===== config.mk =====
export PLATFORM = sky130hd
export DESIGN_NAME = uart_rx
export DESIGN_NICKNAME = d
export VERILOG_FILES = /design/src/rtl/uart_rx.sv
export SDC_FILE = /design/constraint.sdc
export NUM_CORES = 1
export LEC_CHECK = 0
export CORE_MARGIN = 8
export CORE_UTILIZATION = 55
export CTS_BUF_LIST = sky130_fd_sc_hd__clkbuf_2 sky130_fd_sc_hd__clkbuf_4 sky130_fd_sc_hd__clkbuf_8
export DETAILED_ROUTE_END_ITERATION = 10
export PLACE_DENSITY = 0.77
export SLEW_MARGIN = 40
export SYNTH_ARGS = -nofsm -noshare
export SYNTH_HDL_FRONTEND = slang
export SYNTH_SLANG_ARGS = --single-unit

===== constraint.sdc =====
create_clock -name clk -period 5.4 [get_ports clk]
set_input_delay 0.81 -clock clk [delete_from_list [all_inputs] [get_ports clk]]
set_output_delay 0.81 -clock clk [all_outputs]
set_load 0.02 [all_outputs]

===== src/rtl/uart_rx.sv =====
// uart_rx: 16x-oversampled UART receiver with latched frame config, parity and framing checks
module uart_rx #(
  parameter int CLK_FREQ    = 1843200,
  parameter int SYNC_STAGES = 2
) (
  input  logic       clk,
  input  logic       rst,
  input  logic       data_in_Rx,
  input  logic [1:0] bd_sel,
  input  logic [1:0] prty_sel,
  input  logic       stop_sel,
  input  logic       data_bit_sel,
  output logic [7:0] data_out,
  output logic       data_valid,
  output logic       parity_err,
  output logic       frame_err,
  output logic       busy
);
  localparam int DW = $clog2(CLK_FREQ / 19200 + 1);
  localparam logic [DW-1:0] DIV_1200 = DW'(CLK_FREQ / 19200 - 1);
  localparam logic [DW-1:0] DIV_2400 = DW'(CLK_FREQ / 38400 - 1);
  localparam logic [DW-1:0] DIV_4800 = DW'(CLK_FREQ / 76800 - 1);
  localparam logic [DW-1:0] DIV_9600 = DW'(CLK_FREQ / 153600 - 1);

  typedef enum logic [2:0] {IDLE, START, DATA, PARITY, STOP1, STOP2, DONE, BREAK} state_t;

  state_t                 state_q, state_d;
  logic [SYNC_STAGES-1:0] sync_q;
  logic [DW-1:0]          div_q, div_d, div_max;
  logic [3:0]             cnt_q, cnt_d;
  logic [2:0]             idx_q, idx_d;
  logic [7:0]             shift_q, shift_d, dout_q, dout_d;
  logic                   acc_q, acc_d, perr_q, perr_d, ferr_q, ferr_d;
  logic [1:0]             bd_q, bd_d, prty_q, prty_d;
  logic                   stop2_q, stop2_d, dbit8_q, dbit8_d;
  logic                   dv_q, dv_d, perr_o_q, perr_o_d, ferr_o_q, ferr_o_d;
  logic                   rx, tick, bit_tick, par_en, fe;

  assign rx       = sync_q[SYNC_STAGES-1];
  assign div_max  = bd_q == 2'd0 ? DIV_1200 : bd_q == 2'd1 ? DIV_2400 : bd_q == 2'd2 ? DIV_4800 : DIV_9600;
  assign tick     = div_q == div_max;
  assign bit_tick = tick && cnt_q == 4'd15;
  assign par_en   = ^prty_q;
  assign fe       = ferr_q | ~rx;

  assign data_out   = dout_q;
  assign data_valid = dv_q;
  assign parity_err = perr_o_q;
  assign frame_err  = ferr_o_q;
  assign busy       = state_q != IDLE;

  // Metastability synchronizer; resets to the idle (high) line level
  always_ff @(posedge clk) begin
    if (rst) sync_q <= '1;
    else     sync_q <= {sync_q[SYNC_STAGES-2:0], data_in_Rx};
  end

  // Frame state register
  always_ff @(posedge clk) begin
    if (rst) state_q <= IDLE;
    else     state_q <= state_d;
  end

  // Divider, bit assembly, latched config and output registers
  always_ff @(posedge clk) begin
    if (rst) begin
      div_q    <= '0;
      cnt_q    <= '0;
      idx_q    <= '0;
      shift_q  <= '0;
      acc_q    <= 1'b0;
      perr_q   <= 1'b0;
      ferr_q   <= 1'b0;
      bd_q     <= '0;
      prty_q   <= '0;
      stop2_q  <= 1'b0;
      dbit8_q  <= 1'b0;
      dout_q   <= '0;
      dv_q     <= 1'b0;
      perr_o_q <= 1'b0;
      ferr_o_q <= 1'b0;
    end else begin
      div_q    <= div_d;
      cnt_q    <= cnt_d;
      idx_q    <= idx_d;
      shift_q  <= shift_d;
      acc_q    <= acc_d;
      perr_q   <= perr_d;
      ferr_q   <= ferr_d;
      bd_q     <= bd_d;
      prty_q   <= prty_d;
      stop2_q  <= stop2_d;
      dbit8_q  <= dbit8_d;
      dout_q   <= dout_d;
      dv_q     <= dv_d;
      perr_o_q <= perr_o_d;
      ferr_o_q <= ferr_o_d;
    end
  end

  // Next-state logic; outputs are loaded on entry to DONE so the strobe coincides with DONE
  always_comb begin
    state_d  = state_q;
    div_d    = tick ? '0 : div_q + 1'b1;
    cnt_d    = tick ? cnt_q + 4'd1 : cnt_q;
    idx_d    = idx_q;
    shift_d  = shift_q;
    acc_d    = acc_q;
    perr_d   = perr_q;
    ferr_d   = ferr_q;
    bd_d     = bd_q;
    prty_d   = prty_q;
    stop2_d  = stop2_q;
    dbit8_d  = dbit8_q;
    dout_d   = dout_q;
    dv_d     = 1'b0;
    perr_o_d = perr_o_q;
    ferr_o_d = ferr_o_q;
    case (state_q)
      IDLE: if (!rx) begin
        state_d = START;
        div_d   = '0;
        cnt_d   = '0;
        shift_d = '0;
        acc_d   = 1'b0;
        perr_d  = 1'b0;
        ferr_d  = 1'b0;
        bd_d    = bd_sel;
        prty_d  = prty_sel;
        stop2_d = stop_sel;
        dbit8_d = data_bit_sel;
      end
      START: if (tick && cnt_q == 4'd7) begin
        cnt_d   = '0;
        idx_d   = '0;
        state_d = rx ? IDLE : DATA;
      end
      DATA: if (bit_tick) begin
        shift_d = {rx, shift_q[7:1]};
        acc_d   = acc_q ^ rx;
        idx_d   = idx_q + 3'd1;
        if (idx_q == {2'b11, dbit8_q}) state_d = par_en ? PARITY : STOP1;
      end
      PARITY: if (bit_tick) begin
        perr_d  = acc_q ^ rx ^ prty_q[0];
        state_d = STOP1;
      end
      STOP1: if (bit_tick) begin
        ferr_d  = fe;
        state_d = stop2_q ? STOP2 : DONE;
      end
      STOP2: if (bit_tick) begin
        ferr_d  = fe;
        state_d = DONE;
      end
      DONE:    state_d = rx ? IDLE : BREAK;
      BREAK:   state_d = rx ? IDLE : BREAK;
      default: state_d = IDLE;
    endcase
    if (state_q != DONE && state_d == DONE) begin
      dv_d     = 1'b1;
      dout_d   = dbit8_q ? shift_q : {1'b0, shift_q[7:1]};
      perr_o_d = perr_q;
      ferr_o_d = fe;
    end
  end
endmodule


---- After elaboration in Yosys (flattened, before gate mapping) ----
Cells that the tools add are included.
operators by class
  add/sub/neg operators ................... 3
  equal/unequal tests ..................... 20
  mux-type cells .......................... 37
  bitwise operators ....................... 4
  reductions and logical operators ........ 18
operators by type and width
  cell                   number
  $mux W3                11
  $mux W7                4
  $mux W8                3
  $pmux W3 S7            1
  $pmux W8 S2            1
  $eq A3 B3 Y1 const B   5
  $mux W4                3
  $reduce_and A3 Y1      4
  $ne A2 B2 Y1 const B   4
  $pmux W4 S2            1
  $reduce_bool A2 Y1     4
  $add A7 B1 Y7 const B  1
  $eq A7 B7 Y1           1
  $eq A3 B2 Y1 const B   2
  $mux W6                1
  $pmux W1 S2            3
  $pmux W3 S2            1
  $mux W1                5
  $mux W5                1
  $add A4 B1 Y4 const B  1
  $eq A4 B3 Y1 const B   1
  $eq A4 B4 Y1 const B   1
  $mux W2                2
  $reduce_or A2 Y1       2
  other kinds (16)       19
storage, ports and cells
  register bits after elaboration ......... 47
  output and inout bits ................... 12
  word-level logic and storage cells ...... 99

---- Longest topological paths before layout ----
  depth after elaboration ................. 11
  depth in mapped cells ................... 9

---- Least setup slack after synthesis ----
OpenSTA, ideal clock, no wires.
  kind .................................... register -> register
  start point ............................. reg div_q[2]
  end point ............................... reg dv_q, in the netlist data_valid
  data arrival time ....................... 1905 ps
  data required time ...................... 5342 ps
  setup slack ............................. 3437 ps
  cell stages (with the launch flop) ...... 9
  path buffers ............................ 1
  period minus slack after synthesis ...... 1963 ps
  path through ............................ dfxtp_1 > nand2b_2 > a2111oi_4 > o22a_2 > buf_6 > nand2_4 > or3b_1 > a21oi_2 > o211a_1
between the ends
  cells in the longest elaborated chain, start to end .. 7
  elaborated cells between the ends (all ways) .. 12
  classes of those cells .................. 2 x eq/ne; 7 x mux; 3 x reduce/logical
ends and longest elaborated chain
  element                                 RTL line  source
  start: declaration                      29        logic [DW-1:0] div_q, div_d, div_max;
  start signal: assignment                83        div_q <= div_d;
  $eq A7 B7 Y1 (*)                        41        assign tick = div_q == div_max;
  $logic_and A1 B1 Y1 (on tied branches)  42, 133
  $mux W3 (on tied branches)              --
  $pmux W3 S7 (*)                         119       case (state_q)
  $eq A3 B3 Y1 (*)                        160       if (state_q != DONE && state_d == DONE) begin
  $logic_and A1 B1 Y1 (*)                 160
  $mux W1 (*)                             160
  end signal: assignment                  95        dv_q <= dv_d;
  end: declaration                        36        logic dv_q, dv_d, perr_o_q, perr_o_d, ferr_o_q, ferr_o_d;
Mark *: on every way between the ends. The rest lies on a longest branch, timed or not.
A chain may end at the register's enable or synchronous reset.

---- Worst setup path after layout ----
  start point ............................. reg state_q[0]
  end point ............................... out busy
between the ends
  cells in the longest elaborated chain, start to end .. 1
ends and longest elaborated chain
  element                   RTL line  source
  start: declaration        27        state_t state_q, state_d;
  start signal: assignment  61        else state_q <= state_d;
  $reduce_bool A3 Y1        50        assign busy = state_q != IDLE;
  end: declaration          17        output logic busy
Every way passes these cells.

==> impl_results.md <==
* Post-CTS Resized at 0
* Part of the power in registers at 58.2%
* Final WS setup at between 2 and 3 ns
* Pwr Total at between 600 and 700 µW
* DRT Pass-1 Iters at 4
* Count of input and output buffers at 20
* Worst r2r path cells at 6
* Period minus WS final at about 2.5 ns
* Syn Inst Count at 253
* Setup crit start kind: register
* Sw Pwr at 144 µW
* Most frequent cells in the layout: dfxtp_1 (47), nand2_1 (30), nor2_1 (29), a21oi_1 (23), clkdlybuf4s50_1 (20)
* Leak at ~0.82 nW
* # IOs at 21
* Final hold slack at a little over 0.4 ns
* Post-CTS setup buffers at 0
* Total grt overflow at 0
* Clock Power Share at 36.9%
* Max Freq at just under 0.4 GHz
* R2R Path Start: div_q[2]
* Hpwl dp at around 2900 µm
* Peak supply drop at 0.118 mV
* Hold Path Depth at 1
* CTS tree: yes
* Die area at between 0.006 and 0.007 mm²
* EDFF count, synth at 0
* Antenna violations before repair at 0
* Met1 global-route usage at 19.7%
* N_diodes at 0
* Clock tree buffer depth at 2
* Vias in the first global route at about 1600
* Register area share after synthesis at 43.0%
* RSZ-0062 raised after global routing: false
* Setup CP Type: register to output port
* Syn_nets at ~270
* Max Slew Vio Count at 0
* Status: finished clean
* Fin area at between 0.002 and 0.0025 mm²
* Pint at roughly 470 µW
* Initial detailed-routing violation count at 100
* Routability Congestion at 0.839
* Max_slew headroom at around three fifths
* Hold Crit Endpoint: sync_q[1]
* Tcrit/Tclk final at about 47%
* Syn avg cell area at a little under 9 µm²
* Site Rows at 23
* CP startpoint: state_q[0]
* # setup viols final at 0
* Largest net degree at the start of global routing at 37
* Hold WC Path Type: register to register
* Worst-path clk slew at 0.09 ns
* Switching Share at around a quarter
* Die Span X at roughly 79 µm
* Met3 Usage GRT at ~5.0%
* Via count at around 1700
* Synth async-reset ratio at 0%
* Chip Height at 79.1 µm
* Htree depth at 2
* Max-cap violation count at 0
* Sum of negative setup slack at 0 ns
* Hold Vio Cnt, Final at 0
* Post-DR vias/cell at approximately 5.5
* Synth unique cells at slightly below 50
* Routed WL per cell at about 13 µm
* Remaining DRCs at 0
* Core ar. at just under 0.004 mm²
* Fin Clk Skew at between 0.006 and 0.007 ns
* DP Area at about 0.0024 mm²
* Clk sinks at between 40 and 50
* PwrDens at between 200 and 300 mW/mm²
* Final nets at 277
* Reg2reg setup slack at approximately 3.1 ns
* FF+latch count, synth at between 40 and 50
* CTS Buf Count at 5
* Critical R2R Capture: acc_q
* GR peak layer: met1
* Synth warnings at 0
* Total track usage at 14.3%
* First-pass GRT wire length at 7200 µm
* Share of cells above drive strength 1 at 9.02%
* Antenna Nets Post-Route at 0
* Hold path start: sync_q[0]
* Setup WS pre-CTS at 3.12 ns
* Grt met2 use at about 20%
* Ys flop type: dfxtp_1
* Initial Utilization at between 50% and 60%
* Worst-Margin Slew at ~0.6 ns
* Detailed Route WL at between 4000 and 5000 µm
* Combinational share of power at under 10%
* Clk_lat worst skew at 0.31 ns
* Worst EP arrival at around 1.7 ns
* Hold_buf cts at 0
* CTS root buf: clkbuf_8
* Commonest non-fill, non-tap cell in the layout: dfxtp_1
* Layout area overhead at 12.0%
* Synth Cell Area at ~0.0022 mm²
* Crit-path max FO at 8
* CP Capture Type: output port
* CP Data Required Time at between 4 and 5 ns
==> cell families (layout without fill, tap and decap cells) <==
group / after synthesis / after routing / share of synthesized area (%)
AND/OR/NAND/NOR: 106 / 106 / 23.6
buffers and inverters: 21 / 34 / 5.72
XOR/XNOR: 12 / 12 / 4.80
AO/OA/AOI/OAI: 55 / 55 / 17.0
flip-flops: 47 / 47 / 43.0
adder cells (fa/ha/maj): 3 / 3 / 1.72
multiplexers: 9 / 9 / 4.17
==> stage by stage <==
step / instances / util, %
global route: 316 / 62.6
detailed placement: 308 / 60.1
floorplan: 253 / -
finish: 316 / 62.6
global placement: 308 / 60.1
CTS: 316 / 62.6
==> registers in the layout (all words and copies together) (netlist names), 2 cells and up <==
register  cells
data_out      8
idx_q         3
prty_q        2
div_q         7
state_q       3
bd_q          2
sync_q        2
shift_q       8
cnt_q         4
==> power groups by stage <==
stage,clock network [mW],logic [mW],registers (mW)
after CTS,0.231,0.0300,0.357
after floorplan,0,0.0224,0.362
after global routing,0.247,0.0332,0.358
after global placement,0,0.0297,0.364
final,0.226,0.0299,0.357
after detailed placement,0,0.0296,0.365
==> how the worst max path moves through the flow <==
stage	end	slack (ns)	depth (start not counted)
finish	busy	2.86	2
detailed placement	acc_q	3.12	6
global placement	busy	3.19	2
CTS	busy	2.85	2
global route	busy	2.79	2
floorplan	data_valid	3.44	8
==> routing by layer <==
| layer | up-vias | routed length [µm] |
|---|---|---|
| met2 | 37 | 1700 |
| met3 | 6 | 261 |
| met4 | 0 | 70 |
| li1 | 904 | - |
| met1 | 782 | 2200 |
| met5 | - | 0 |
==> cell type report <==
type / count / area (µm²)
clock buffer: 6 / 82.6
clock inverter: 2 / 16.3
fill: 362 / 1460
inverter: 5 / 18.8
multi-input combinational: 185 / 1120
sequential: 47 / 941
tap: 50 / 62.6
timing repair buffer: 21 / 208
==> cell usage after synthesis (2+ instances only) <==
| master | number | area share (%) |
|---|---|---|
| and3_2 | 4 | 1.4 |
| ha_1 | 3 | 1.7 |
| nor3_1 | 4 | 0.91 |
| and2_1 | 2 | 0.57 |
| xnor2_1 | 7 | 2.8 |
| a211oi_1 | 10 | 3.4 |
| nor2_1 | 29 | 5.0 |
| o21a_1 | 2 | 0.69 |
| or3_1 | 3 | 0.86 |
| xor2_1 | 5 | 2.0 |
| dfxtp_1 | 47 | 43 |
| buf_6 | 5 | 2.6 |
| nand3_1 | 17 | 3.9 |
| o22ai_1 | 2 | 0.57 |
| o211ai_1 | 2 | 0.69 |
| clkbuf_1 | 6 | 1.0 |
| inv_1 | 5 | 0.86 |
| buf_2 | 3 | 0.69 |
| or2_2 | 2 | 0.57 |
| nand2b_1 | 4 | 1.1 |
| mux2i_1 | 8 | 3.7 |
| nand2_1 | 30 | 5.1 |
| o21ai_0 | 5 | 1.1 |
| a21oi_1 | 23 | 5.3 |
==> critical path, stage by stage, from the launching register on <==
cell and delay [ns]:
dfxtp_1 0.37, or3_1 0.48, clkdlybuf4s50_1 0.58
Power figures use the tool's default switching activity.
